### src/rtl/snake_flow_ctrl_if.sv
// Handshake bundle between the Snake game-flow controller and its datapath/overlay.
// The controller takes the slave view; buttons, collision logic and the datapath take the master view.
interface snake_flow_ctrl_if #(
  parameter int LENGTH_W = 8
);
  logic                Ack;
  logic                Pause;
  logic                Collision;
  logic [LENGTH_W-1:0] Length;
  logic                q_I;
  logic                q_Count;
  logic                q_Run;
  logic                q_Pause;
  logic                q_Respawn;
  logic                q_Lose;
  logic                q_Win;
  logic                Move_Tick;
  logic                Respawn_Req;
  logic [2:0]          Lives;
  logic [3:0]          Count;

  modport master (
    output Ack, Pause, Collision, Length,
    input  q_I, q_Count, q_Run, q_Pause, q_Respawn, q_Lose, q_Win,
    input  Move_Tick, Respawn_Req, Lives, Count
  );

  modport slave (
    input  Ack, Pause, Collision, Length,
    output q_I, q_Count, q_Run, q_Pause, q_Respawn, q_Lose, q_Win,
    output Move_Tick, Respawn_Req, Lives, Count
  );
endinterface

### src/rtl/snake_flow_ctrl.sv
// Snake game-flow controller: countdown, run, pause, lives with respawn, lose/win,
// plus the game-tick divider that paces snake moves.
module snake_flow_ctrl #(
  parameter int LENGTH_W      = 8,
  parameter int WIN_LENGTH    = 225,
  parameter int LIVES         = 3,
  parameter int TICK_DIV      = 25_000_000,
  parameter int COUNTDOWN     = 3,
  parameter int RESPAWN_TICKS = 2
) (
  input logic              Clk,
  input logic              Reset,
  snake_flow_ctrl_if.slave bus
);

  localparam int DIV_W = $clog2(TICK_DIV);
  localparam int RSP_W = $clog2(RESPAWN_TICKS + 1);

  localparam logic [DIV_W-1:0]    TICK_LAST  = DIV_W'(TICK_DIV - 1);
  localparam logic [RSP_W-1:0]    RSP_LAST   = RSP_W'(RESPAWN_TICKS - 1);
  localparam logic [2:0]          LIVES_INIT = 3'(LIVES);
  localparam logic [3:0]          CD_INIT    = 4'(COUNTDOWN);
  localparam logic [LENGTH_W-1:0] WIN_LEN    = LENGTH_W'(WIN_LENGTH);

  typedef enum logic [6:0] {
    S_I       = 7'b000_0001,
    S_COUNT   = 7'b000_0010,
    S_RUN     = 7'b000_0100,
    S_PAUSE   = 7'b000_1000,
    S_RESPAWN = 7'b001_0000,
    S_LOSE    = 7'b010_0000,
    S_WIN     = 7'b100_0000
  } state_t;

  // Kept as a plain vector so that any non one-hot value can be recognised and recovered.
  logic [6:0]       state_reg;
  logic [DIV_W-1:0] div_reg;
  logic [DIV_W-1:0] div_wrap;
  logic [RSP_W-1:0] rsp_reg;
  logic [2:0]       lives_reg;
  logic [3:0]       count_reg;
  logic             respawn_req_reg;
  logic             tick;

  assign tick     = (div_reg == TICK_LAST);
  assign div_wrap = tick ? '0 : div_reg + DIV_W'(1);

  always_ff @(posedge Clk) begin
    if (!Reset) begin
      state_reg       <= S_I;
      div_reg         <= '0;
      rsp_reg         <= '0;
      lives_reg       <= LIVES_INIT;
      count_reg       <= CD_INIT;
      respawn_req_reg <= 1'b0;
    end else begin
      respawn_req_reg <= 1'b0;
      case (state_reg)
        S_I: begin
          lives_reg <= LIVES_INIT;
          count_reg <= CD_INIT;
          div_reg   <= '0;
          state_reg <= (COUNTDOWN == 0) ? S_RUN : S_COUNT;
        end
        S_COUNT: begin
          div_reg <= div_wrap;
          if (tick) begin
            if (count_reg <= 4'd1) begin
              count_reg <= '0;
              state_reg <= S_RUN;
            end else begin
              count_reg <= count_reg - 4'd1;
            end
          end
        end
        S_RUN: begin
          div_reg <= div_wrap;
          if (bus.Collision) begin
            div_reg <= '0;
            if (lives_reg <= 3'd1) begin
              lives_reg <= '0;
              state_reg <= S_LOSE;
            end else begin
              lives_reg       <= lives_reg - 3'd1;
              rsp_reg         <= '0;
              respawn_req_reg <= 1'b1;
              state_reg       <= S_RESPAWN;
            end
          end else if (bus.Length >= WIN_LEN) begin
            div_reg   <= '0;
            state_reg <= S_WIN;
          end else if (bus.Pause) begin
            // Divider freezes at its current phase so the move cadence resumes seamlessly.
            div_reg   <= div_reg;
            state_reg <= S_PAUSE;
          end
        end
        S_PAUSE: begin
          if (bus.Pause) begin
            state_reg <= S_RUN;
          end
        end
        S_RESPAWN: begin
          div_reg <= div_wrap;
          if (tick) begin
            if (rsp_reg == RSP_LAST) begin
              rsp_reg   <= '0;
              count_reg <= CD_INIT;
              state_reg <= (COUNTDOWN == 0) ? S_RUN : S_COUNT;
            end else begin
              rsp_reg <= rsp_reg + RSP_W'(1);
            end
          end
        end
        S_LOSE, S_WIN: begin
          div_reg <= '0;
          if (bus.Ack) begin
            state_reg <= S_I;
          end
        end
        default: begin
          div_reg   <= '0;
          rsp_reg   <= '0;
          state_reg <= S_I;
        end
      endcase
    end
  end

  assign {bus.q_Win, bus.q_Lose, bus.q_Respawn, bus.q_Pause,
          bus.q_Run, bus.q_Count, bus.q_I} = state_reg;

  assign bus.Move_Tick   = bus.q_Run & tick;
  assign bus.Respawn_Req = respawn_req_reg;
  assign bus.Lives       = lives_reg;
  assign bus.Count       = count_reg;

endmodule

### src/flat_wrapper.sv
// flat-port wrapper written by rule: the top's interface ports become plain ports
module snake_flow_ctrl_flat 
#(
  parameter int LENGTH_W      = 8,
  parameter int WIN_LENGTH    = 225,
  parameter int LIVES         = 3,
  parameter int TICK_DIV      = 25_000_000,
  parameter int COUNTDOWN     = 3,
  parameter int RESPAWN_TICKS = 2
)
  (Clk, Reset, bus_Ack, bus_Pause, bus_Collision, bus_Length, bus_q_I, bus_q_Count, bus_q_Run, bus_q_Pause, bus_q_Respawn, bus_q_Lose, bus_q_Win, bus_Move_Tick, bus_Respawn_Req, bus_Lives, bus_Count);
  snake_flow_ctrl_if #(.LENGTH_W(LENGTH_W)) bus_i ();
  input logic Clk;
  input logic Reset;
  input wire logic [$bits(bus_i.Ack)-1:0] bus_Ack;
  input wire logic [$bits(bus_i.Pause)-1:0] bus_Pause;
  input wire logic [$bits(bus_i.Collision)-1:0] bus_Collision;
  input wire logic [$bits(bus_i.Length)-1:0] bus_Length;
  output wire logic [$bits(bus_i.q_I)-1:0] bus_q_I;
  output wire logic [$bits(bus_i.q_Count)-1:0] bus_q_Count;
  output wire logic [$bits(bus_i.q_Run)-1:0] bus_q_Run;
  output wire logic [$bits(bus_i.q_Pause)-1:0] bus_q_Pause;
  output wire logic [$bits(bus_i.q_Respawn)-1:0] bus_q_Respawn;
  output wire logic [$bits(bus_i.q_Lose)-1:0] bus_q_Lose;
  output wire logic [$bits(bus_i.q_Win)-1:0] bus_q_Win;
  output wire logic [$bits(bus_i.Move_Tick)-1:0] bus_Move_Tick;
  output wire logic [$bits(bus_i.Respawn_Req)-1:0] bus_Respawn_Req;
  output wire logic [$bits(bus_i.Lives)-1:0] bus_Lives;
  output wire logic [$bits(bus_i.Count)-1:0] bus_Count;
  assign bus_i.Ack = bus_Ack;
  assign bus_i.Pause = bus_Pause;
  assign bus_i.Collision = bus_Collision;
  assign bus_i.Length = bus_Length;
  assign bus_q_I = bus_i.q_I;
  assign bus_q_Count = bus_i.q_Count;
  assign bus_q_Run = bus_i.q_Run;
  assign bus_q_Pause = bus_i.q_Pause;
  assign bus_q_Respawn = bus_i.q_Respawn;
  assign bus_q_Lose = bus_i.q_Lose;
  assign bus_q_Win = bus_i.q_Win;
  assign bus_Move_Tick = bus_i.Move_Tick;
  assign bus_Respawn_Req = bus_i.Respawn_Req;
  assign bus_Lives = bus_i.Lives;
  assign bus_Count = bus_i.Count;
  snake_flow_ctrl #(.LENGTH_W(LENGTH_W), .WIN_LENGTH(WIN_LENGTH), .LIVES(LIVES), .TICK_DIV(TICK_DIV), .COUNTDOWN(COUNTDOWN), .RESPAWN_TICKS(RESPAWN_TICKS)) u_core (.Clk(Clk), .Reset(Reset), .bus(bus_i));
endmodule
### config.mk
export PLATFORM = sky130hd
export DESIGN_NAME = snake_flow_ctrl_flat
export DESIGN_NICKNAME = d
export VERILOG_FILES = /design/src/rtl/snake_flow_ctrl_if.sv /design/src/rtl/snake_flow_ctrl.sv /design/src/flat_wrapper.sv
export SDC_FILE = /design/constraint.sdc
export NUM_CORES = 1
export LEC_CHECK = 0
export ABC_AREA = 1
export CAP_MARGIN = 5
export CORE_ASPECT_RATIO = 2
export CORE_MARGIN = 2
export CORE_UTILIZATION = 50
export CTS_CLUSTER_DIAMETER = 50
export DETAILED_ROUTE_END_ITERATION = 10
export PLACE_DENSITY = 0.84
export RECOVER_POWER = 100
export SLEW_MARGIN = 40
export SYNTH_ARGS = -nofsm -noshare
export SYNTH_HDL_FRONTEND = slang
export SYNTH_SLANG_ARGS = --single-unit
export TNS_END_PERCENT = 20
### constraint.sdc
create_clock -name Clk -period 2.8 [get_ports Clk]
set_input_delay 0.84 -clock Clk [delete_from_list [all_inputs] [get_ports Clk]]
set_output_delay 0.84 -clock Clk [all_outputs]
set_load 0.01 [all_outputs]
==> reports/metrics.csv, run 1 <==
metric,value,unit
Total Wirelength,7749,um
Worst Skew,0.008420,ns
Routed WL per cell,14.27,um
H-tree Lvls,2,
Final nets,500,
fin crit share,92.54,%
final setup margin,0.2088,ns
worst r2r src,u_core.state_reg[5]$_SDFFE_PN0P_,
dpl cells,534,
met2 Track Usage GR,52.35,%
"Primary FF master, synth",dfxtp_1,
Die W,56.36,um
RSZ-0062 raised after global routing,false,
Logic pwr share,45.7,%
placed inst area,3065,um^2
first-pass GRT wire length,12390,um
area delta synth->final,14.56,%
busiest grt layer,met2,
async set or reset register ratio after synthesis,0,%
met1 usage,22.14,%
Final Setup Violations,0,
Crit. Startpoint,u_core.div_reg[0]$_SDFFE_PN0P_,
Syn Std Cell Area,2741,um^2
Row Count,38,
Syn Area/Cell,6.078,um^2
Max Cap Viol,0,
DRC violations left,0,
Overflow after GRT,0,
Max rail drop VDD,0.6242,mV
Synth top area share,30.67,%
post-synth top area cell,dfxtp_1,
clk sinks,42,
Slew HR,45.92,%
cts bufs inserted,5,
"Seq/Total Area, Yosys",30.67,%
dominant cells by area after synthesis,"dfxtp_1, nand2_1, nor2_1",
power per cell area,667.6,nW/um^2
clock share of power,20.1,%
cts hold-fix bufs,0,
"count leader, synth",nand2_1,
Seq pwr share,34.2,%
GPL Wtd Cong,1.044,
grt met3 use,3.440,%
Multi-input gate area,1563,um^2
worst skew pair latency,0.31,ns
Hold WC Path Type,flip-flop to flip-flop,
Pins Over Slew Limit,0,
crit start category,flip-flop,
maximum buffer depth of the clock tree,2,
"Hold Violations, Final",0,
vias in the first global route,2802,
Initial Utilization,51.02,%
setup TNS,0,ns
P_int,1.203,mW
Post-Syn Instances,451,
die area,6127,um^2
clock root buffer,clkbuf_8,
Register Area,840.8,um^2
Leak,1.437,nW
Synth top cells by count,"nand2_1, nor2_1, inv_1, nand3_1, dfxtp_1",
pin count of the biggest net entering global routing,26,
post-DR vias/cell,5.420,
Post-synth EDFFs,0,
reg2reg setup slack,0.31,ns
non-filler cells in the finished layout,543,
critical path type,flip-flop to output port,
crit path DAT,1.75,ns
gr usage total,26.54,%
dpl ws,0.1924,ns
"FF+latch count, synth",42,
initial antenna violation count,0,
layout cells sized above 1,6.625,%
DRT Pass-1 Iters,4,
CP required,1.96,ns
Ys Warns,0,
status,finished clean,
I/O Pins,29,
Synth Net Count,469,
fillers,562,
Antenna Nets Post-Route,0,
Die Y-Extent,108.7,um
CP endpoint kind,output port,
clock-pin slew on the worst setup and hold paths,0.08,ns
crit-path max FO,4,
# port buffers,28,
library cells used by synthesis,30,
HPWL after detailed placement,6085,um
Hold Crit Start,u_core.rsp_reg[1]$_SDFFE_PN0P_,
Antenna Cells,0,
core area,5373,um^2
Initial DRC Count,194,
Slew @ Worst Pin,0.8082,ns
net switching power,0.8940,mW
Overall Power,2.097,mW
vias,2943,
Finished Cell Area,3141,um^2
fmax,0.3859,GHz
sw frac,42.64,%
max reg flops,25,
CTS tree,built,
Period minus WS final,2.591,ns
-- kinds of logic after synthesis --
| kind of cell | count (synthesis) | synth area share (%) |
|---|---|---|
| flip-flops | 42 | 30.67 |
| adder cells (fa/ha/maj) | 5 | 2.282 |
| AO/OA/AOI/OAI | 32 | 6.527 |
| XOR/XNOR | 3 | 0.9586 |
| buffers and inverters | 77 | 11.64 |
| AND/OR/NAND/NOR | 292 | 47.92 |
-- critical path: stages, from the launching register on --
cell and delay, ns:
dfxtp_1 0.37, ha_1 0.19, nand2_2 0.09, nor2_4 0.17, nand2_2 0.07, nor2_2 0.09, nand3_2 0.09, nor2_1 0.10
dlygate4sd2_1 0.28
-- per-stage QoR --
stage                     utilization [%]  hold WS [ns]
after detailed placement            57.06        0.4270
after global routing                58.45        0.4583
after CTS                           58.87        0.4393
after floorplan                         -        0.4089
after global placement              57.06        0.4240
final                               58.45        0.4331
-- worst paths after layout --
| path | to | cells past startpoint |
|---|---|---|
| hold / removal | u_core.rsp_reg[1]$_SDFFE_PN0P_ | 2 |
| setup reg to reg | u_core.div_reg[11]$_SDFFE_PN0P_ | 9 |
| setup / recovery | bus_Move_Tick | 8 |
| hold reg to reg | u_core.rsp_reg[1]$_SDFFE_PN0P_ | 2 |
-- repair_timing --
item / 4_1_cts / 5_1_grt
setup endpoints to repair: 1 / 0
setup buffers: 1 / 0
resized for setup: 1 / 0
endpoints found under the hold margin: 0 / 0
-- placed cells by master (no fill, tap or decap), drive strengths merged --
master	Yosys	final
nand3b	4	4
nor2	99	99
or2	1	1
ha	5	5
and2	1	1
dlygate4sd2	0	1
clkbuf	0	8
and3	1	1
o21ai	13	13
clkinv	0	1
dfxtp	42	42
nor3	9	9
inv	68	68
nand4	8	8
a31o	1	1
xnor2	1	1
buf	9	4
clkdlybuf4s50	0	11
dlygate4sd3	0	16
a21oi	15	15
xor2	2	2
nand3	63	63
o21bai	3	3
nand2	106	106
-- final cells by class --
class | instances | share of cell area, %
inverters | 68 | 8.207
well taps | 60 | 2.390
multi-input cells | 332 | 49.76
clock inverters | 1 | 0.1594
repair buffers | 33 | 9.960
flip-flops and latches | 42 | 26.77
clock buffers | 7 | 2.749
-- routing by layer --
layer,vias up,part of all wire (%)
li1,1481,-
met5,-,0
met1,1311,33
met4,0,8.6
met2,111,54
met3,40,4.1
-- power by group through the flow --
| stage | Clock, mW | Combinational [mW] | Sequential [mW] |
|---|---|---|---|
| 6_report | 0.422 | 0.958 | 0.716 |
| 5_1_grt | 0.449 | 1.08 | 0.730 |
| 4_1_cts | 0.422 | 1.00 | 0.720 |
| 3_5_place_dp | 0 | 0.999 | 0.734 |
| 3_3_place_gp | 0 | 0.968 | 0.732 |
| 2_1_floorplan | 0 | 0.687 | 0.750 |
(Power assumes the default switching activity.)
==> inputs of run 2 (changes only) <==
--- a/config.mk
+++ b/config.mk
@@ -9,10 +9,10 @@
 export CAP_MARGIN = 5
 export CORE_ASPECT_RATIO = 2
 export CORE_MARGIN = 2
-export CORE_UTILIZATION = 50
+export CORE_UTILIZATION = 45
 export CTS_CLUSTER_DIAMETER = 50
 export DETAILED_ROUTE_END_ITERATION = 10
-export PLACE_DENSITY = 0.84
+export PLACE_DENSITY_LB_ADDON = 0.1
 export RECOVER_POWER = 100
 export SLEW_MARGIN = 40
 export SYNTH_ARGS = -nofsm -noshare
==> run 2 against run 1 <==
First-iteration DRC count shrank 41%; sequential power is 0.6% higher; critical path depth unchanged; clock skew decreased by 0.0057 ns; final area rose by 1.7%; via count decreased by 1.9%; register-to-register slack better by 0.15 ns; utilization is 4.8 points lower; non-clock buffer count increased by 2; largest power group unchanged.
==> reports/metrics.csv, run 2 (synthesis gave the netlist of run 1 again) <==
metric,value,unit
status,finished clean,
maximum buffer depth of the clock tree,2,
Worst Skew,0.002721,ns
Leak,1.465,nW
crit start category,flip-flop,
power per cell area,709.0,nW/um^2
Seq pwr share,31.8,%
RSZ-0062 raised after global routing,false,
P_int,1.354,mW
DRC violations left,0,
Max Cap Viol,0,
Overflow after GRT,0,
# port buffers,28,
H-tree Lvls,2,
Final Setup Violations,0,
most frequent cells in the layout,"nand2_1, nor2_1, inv_1, nand3_1, dfxtp_1",
Row Count,40,
CP endpoint kind,output port,
worst skew pair latency,0.29,ns
critical path type,flip-flop to output port,
first-pass GRT wire length,12770,um
crit path DAT,1.73,ns
clk sinks,42,
area delta synth->final,16.52,%
"most common cell after layout, fill and taps aside",nand2_1,
Logic pwr share,41.7,%
Pins Over Slew Limit,0,
net switching power,0.9112,mW
Total Wirelength,7880,um
Slew HR,65.85,%
fmax,0.3889,GHz
Finished Cell Area,3194,um^2
Finished Core Util,53.63,%
Die W,59.19,um
placed inst area,3084,um^2
clock root buffer,clkbuf_16,
Initial DRC Count,114,
I/O Pins,29,
die area,6770,um^2
DRT Pass-1 Iters,4,
Hold WC Path Type,flip-flop to flip-flop,
vias,2886,
Die Y-Extent,114.4,um
gr usage total,25.27,%
core area,5956,um^2
crit-path cells,ha_1 -> nand2_1 -> nor2_4 -> nand2_1 -> nor2_2 -> nand3_1 -> nor2_1 -> dlygate4sd2_1,
pin count of the biggest net entering global routing,19,
worst stage delay on the critical path,0.37,ns
cts bufs inserted,5,
layout cells sized above 1,6.186,%
Max rail drop VDD,0.3323,mV
sw frac,40.23,%
clock-pin slew on the worst setup and hold paths,0.06,ns
post-DR vias/cell,5.266,
Final nets,502,
CTS tree,built,
slowest CP cell,dfxtp_1,
vias in the first global route,2874,
GPL Wtd Cong,0.9461,
CP required,1.96,ns
crit-path max FO,4,
setup TNS,0,ns
max reg flops,25,
"Hold Violations, Final",0,
CP most frequent cell,nand2_1,
Period minus WS final,2.572,ns
initial antenna violation count,0,
Routed WL per cell,14.38,um
HPWL after detailed placement,6283,um
Antenna Nets Post-Route,0,
Initial Utilization,46.03,%
clock share of power,26.5,%
Slew @ Worst Pin,0.5123,ns
Antenna Cells,0,
fin crit share,91.84,%
run 2: cell count changes in the layout (fill, tap and decap cells not counted), sizes merged:
cell / change
buf: +1
clkbuf: +1
run 2: cell type report:
type	count	area (um^2)
inverter	68	257.7
multi-input combinational	332	1545
clock inverter	1	5.005
clock buffer	7	142.6
fill	645	2761
tap	63	78.83
sequential	42	840.8
timing repair buffer	35	324.1
run 2: worst paths after layout:
kind | cells after the start | slack (ns) | startpoint | end
min reg2reg | 2 | 0.44 | u_core.rsp_reg[1]$_SDFFE_PN0P_ | u_core.rsp_reg[1]$_SDFFE_PN0P_
min | 2 | 0.44 | u_core.rsp_reg[1]$_SDFFE_PN0P_ | u_core.rsp_reg[1]$_SDFFE_PN0P_
max reg2reg | 12 | 0.46 | u_core.div_reg[0]$_SDFFE_PN0P_ | u_core.state_reg[2]$_SDFFE_PN0P_
max | 8 | 0.23 | u_core.div_reg[0]$_SDFFE_PN0P_ | bus_Move_Tick
run 2: per-layer routing:
| metal | track usage (%) | up-vias | part of all wire [%] |
|---|---|---|---|
| li1 | - | 1482 | - |
| met1 | 22.21 | 1294 | 34 |
| met2 | 46.01 | 67 | 54 |
| met3 | 4.972 | 43 | 2.9 |
| met4 | 20.76 | 0 | 8.2 |
| met5 | 0 | - | 0 |
run 2: power by group through the flow:
stage               logic, mW  clock network [mW]  registers [mW]
CTS                     0.998               0.614           0.725
floorplan               0.687                   0           0.750
finish                  0.945               0.600           0.720
global route             1.08               0.646           0.728
global placement        0.984                   0           0.737
detailed placement      0.993                   0           0.739
run 2: per-stage QoR:
stage | instances | hold slack (ns) | power (mW) | setup WS [ns]
floorplan | 451 | 0.4089 | 1.437 | 0.7148
global placement | 539 | 0.4251 | 1.721 | 0.2559
detailed placement | 539 | 0.4382 | 1.733 | 0.1600
CTS | 548 | 0.4478 | 2.338 | 0.2639
global route | 548 | 0.4666 | 2.452 | 0.08874
finish | 548 | 0.4398 | 2.265 | 0.2284
run 2: critical path: cells and delay by family (launching register included):
kind | cells | cell delay, ns
fa+ha+maj | 1 | 0.18
simple gates | 6 | 0.62
flops | 1 | 0.37
buf+inv | 1 | 0.27
run 2: repair_timing:
item | CTS | global route
hold buffers | 0 | 0
endpoints found under the hold margin | 0 | 0
gates resized for setup | 1 | 0
setup endpoints to repair | 1 | 0
setup buffers | 1 | 0
==> inputs of run 3 (changes only) <==
--- a/config.mk
+++ b/config.mk
@@ -12,6 +12,7 @@
 export CORE_UTILIZATION = 45
 export CTS_CLUSTER_DIAMETER = 50
 export DETAILED_ROUTE_END_ITERATION = 10
+export GPL_TIMING_DRIVEN = 1
 export PLACE_DENSITY_LB_ADDON = 0.1
 export RECOVER_POWER = 100
 export SLEW_MARGIN = 40
==> constraint.sdc (replaced) <==
create_clock -name Clk -period 2.45 [get_ports Clk]
set_input_delay 0.735 -clock Clk [delete_from_list [all_inputs] [get_ports Clk]]
set_output_delay 0.735 -clock Clk [all_outputs]
set_load 0.01 [all_outputs]
==> run 3 against run 2 <==
Sequential cell count stayed put; cell count is 1.3% higher; power is 19% higher; clock skew is 0.0064 ns higher; register-to-register slack hardly changed; sequential share of layout area is 0.59 points lower; utilization is 1.4 points higher; non-clock buffer count is 7 higher; hold slack worse by 0.0076 ns; first-iteration DRC count is 42% higher; via count is 1.1% higher; critical endpoint unchanged; highest routed layer unchanged.
==> reports/metrics.csv, run 3 (synthesis gave the netlist of run 1 again) <==
metric,value,unit
Hold WC Path Type,flip-flop to flip-flop,
Hold Slack,0.4322,ns
maximum buffer depth of the clock tree,2,
CP endpoint kind,output port,
gr usage total,24.23,%
area delta synth->final,19.53,%
DRC violations left,0,
vias,2919,
Max Cap Viol,0,
crit-path max FO,4,
Highest Signal Layer,met4,
initial antenna violation count,0,
met1 WL,2672,um
max reg flops,25,
first-pass GRT wire length,12480,um
cell family with most CP delay,simple AND/OR/NAND/NOR gates,
Overall Power,2.693,mW
reg2reg setup slack,0.47,ns
power per cell area,821.8,nW/um^2
post-DR vias/cell,5.259,
CP required,1.71,ns
Finished Cell Area,3277,um^2
setup TNS,0,ns
WL met2,4501,um
DRT Pass-1 Iters,4,
dpl cells,547,
worst skew pair latency,0.29,ns
clock-pin slew on the worst setup and hold paths,0.06,ns
vias in the first global route,2904,
Row Count,40,
I/O Pins,29,
H-tree Lvls,2,
status,finished clean,
pin count of the biggest net entering global routing,23,
"Hold Violations, Final",0,
Total Wirelength,7689,um
# port buffers,28,
core area,5956,um^2
critical path type,flip-flop to output port,
worst stage delay on the critical path,0.36,ns
Slew @ Worst Pin,0.5962,ns
CP Buf/Inv Count,1,
cts bufs inserted,5,
crit path DAT,1.59,ns
slowest CP cell,dfxtp_2,
die area,6770,um^2
Antenna Cells,0,
clk sinks,42,
fillers,625,
Die W,59.19,um
CP most frequent cell,nand2_2,
Final Setup Violations,0,
Slew HR,59.83,%
crit-path cells,ha_2 -> nand2_2 -> nor2_4 -> nand2_2 -> nor2_2 -> nand3_2 -> nor2_1 -> clkdlybuf4s15_1,
Finished Core Util,55.02,%
cts hold-fix bufs,0,
crit start category,flip-flop,
Leak,1.499,nW
Final nets,509,
GPL Wtd Cong,0.9197,
fin crit share,95.09,%
non-filler cells in the finished layout,555,
RSZ-0062 raised after global routing,false,
Max rail drop VDD,0.3880,mV
Initial DRC Count,162,
Overflow after GRT,0,
HPWL after detailed placement,6086,um
Routed WL per cell,13.85,um
clock root buffer,clkbuf_16,
Period minus WS final,2.330,ns
fmax,0.4293,GHz
Die Y-Extent,114.4,um
Antenna Nets Post-Route,0,
CTS tree,built,
layout cells sized above 1,8.537,%
most frequent cells in the layout,"nand2_1, nor2_1, inv_1, nand3_1, dfxtp_1",
Initial Utilization,46.03,%
"most common cell after layout, fill and taps aside",nand2_1,
final setup margin,0.1204,ns
placed inst area,3144,um^2
wire length on met3,220,um
Worst Skew,0.009157,ns
dpl ws,0.06177,ns
Pins Over Slew Limit,0,
==> run 3: timing repair <==
action / in CTS / in global routing
buffers inserted: 0 / 0
setup endpoints to repair: 1 / 1
endpoints found under the hold margin: 0 / 0
gates resized for setup: 2 / 3
==> run 3: worst register-to-register path, stage by stage (launching register included) <==
cell	delay, ns
dfxtp_2	0.36
ha_2	0.19
nand2_2	0.08
nor2_4	0.11
nand2_2	0.06
nor2_2	0.08
nand3_2	0.09
buf_4	0.20
nand2_4	0.12
nand2_4	0.05
nor2_1	0.39
nor2_1	0.07
nor2_1	0.12
==> run 3: path summary, 6_finish.rpt <==
path,startpoint,to,cells after the start
worst max-delay path,u_core.div_reg[0]$_SDFFE_PN0P_,bus_Move_Tick,8
worst min-delay path,u_core.rsp_reg[1]$_SDFFE_PN0P_,u_core.rsp_reg[1]$_SDFFE_PN0P_,2
worst max register to register,u_core.div_reg[0]$_SDFFE_PN0P_,u_core.state_reg[5]$_SDFFE_PN0P_,12
worst min register to register,u_core.rsp_reg[1]$_SDFFE_PN0P_,u_core.rsp_reg[1]$_SDFFE_PN0P_,2
==> run 3: routing by layer <==
metal  vias to the layer above  global-route usage [%]
li1                       1500                       -
met1                      1330                   20.77
met2                        67                   48.57
met3                        22                   3.390
met4                         0                   13.64
met5                         -                       0
==> run 3: cell type report <==
class                      count  area, um^2  share of cell area, %
inverter                      68       257.7                  7.866
timing repair buffer          42       375.4                  11.45
multi-input combinational    332        1555                  47.46
tap                           63       78.83                  2.406
clock buffer                   6       128.9                  3.933
sequential                    42       843.3                  25.74
clock inverter                 2       37.54                  1.145
==> run 3: power by group <==
group          internal, mW  switching, mW  leakage [nW]
logic                 0.405          0.704          1.08
clock network         0.481          0.278        0.0771
registers             0.756         0.0691         0.341
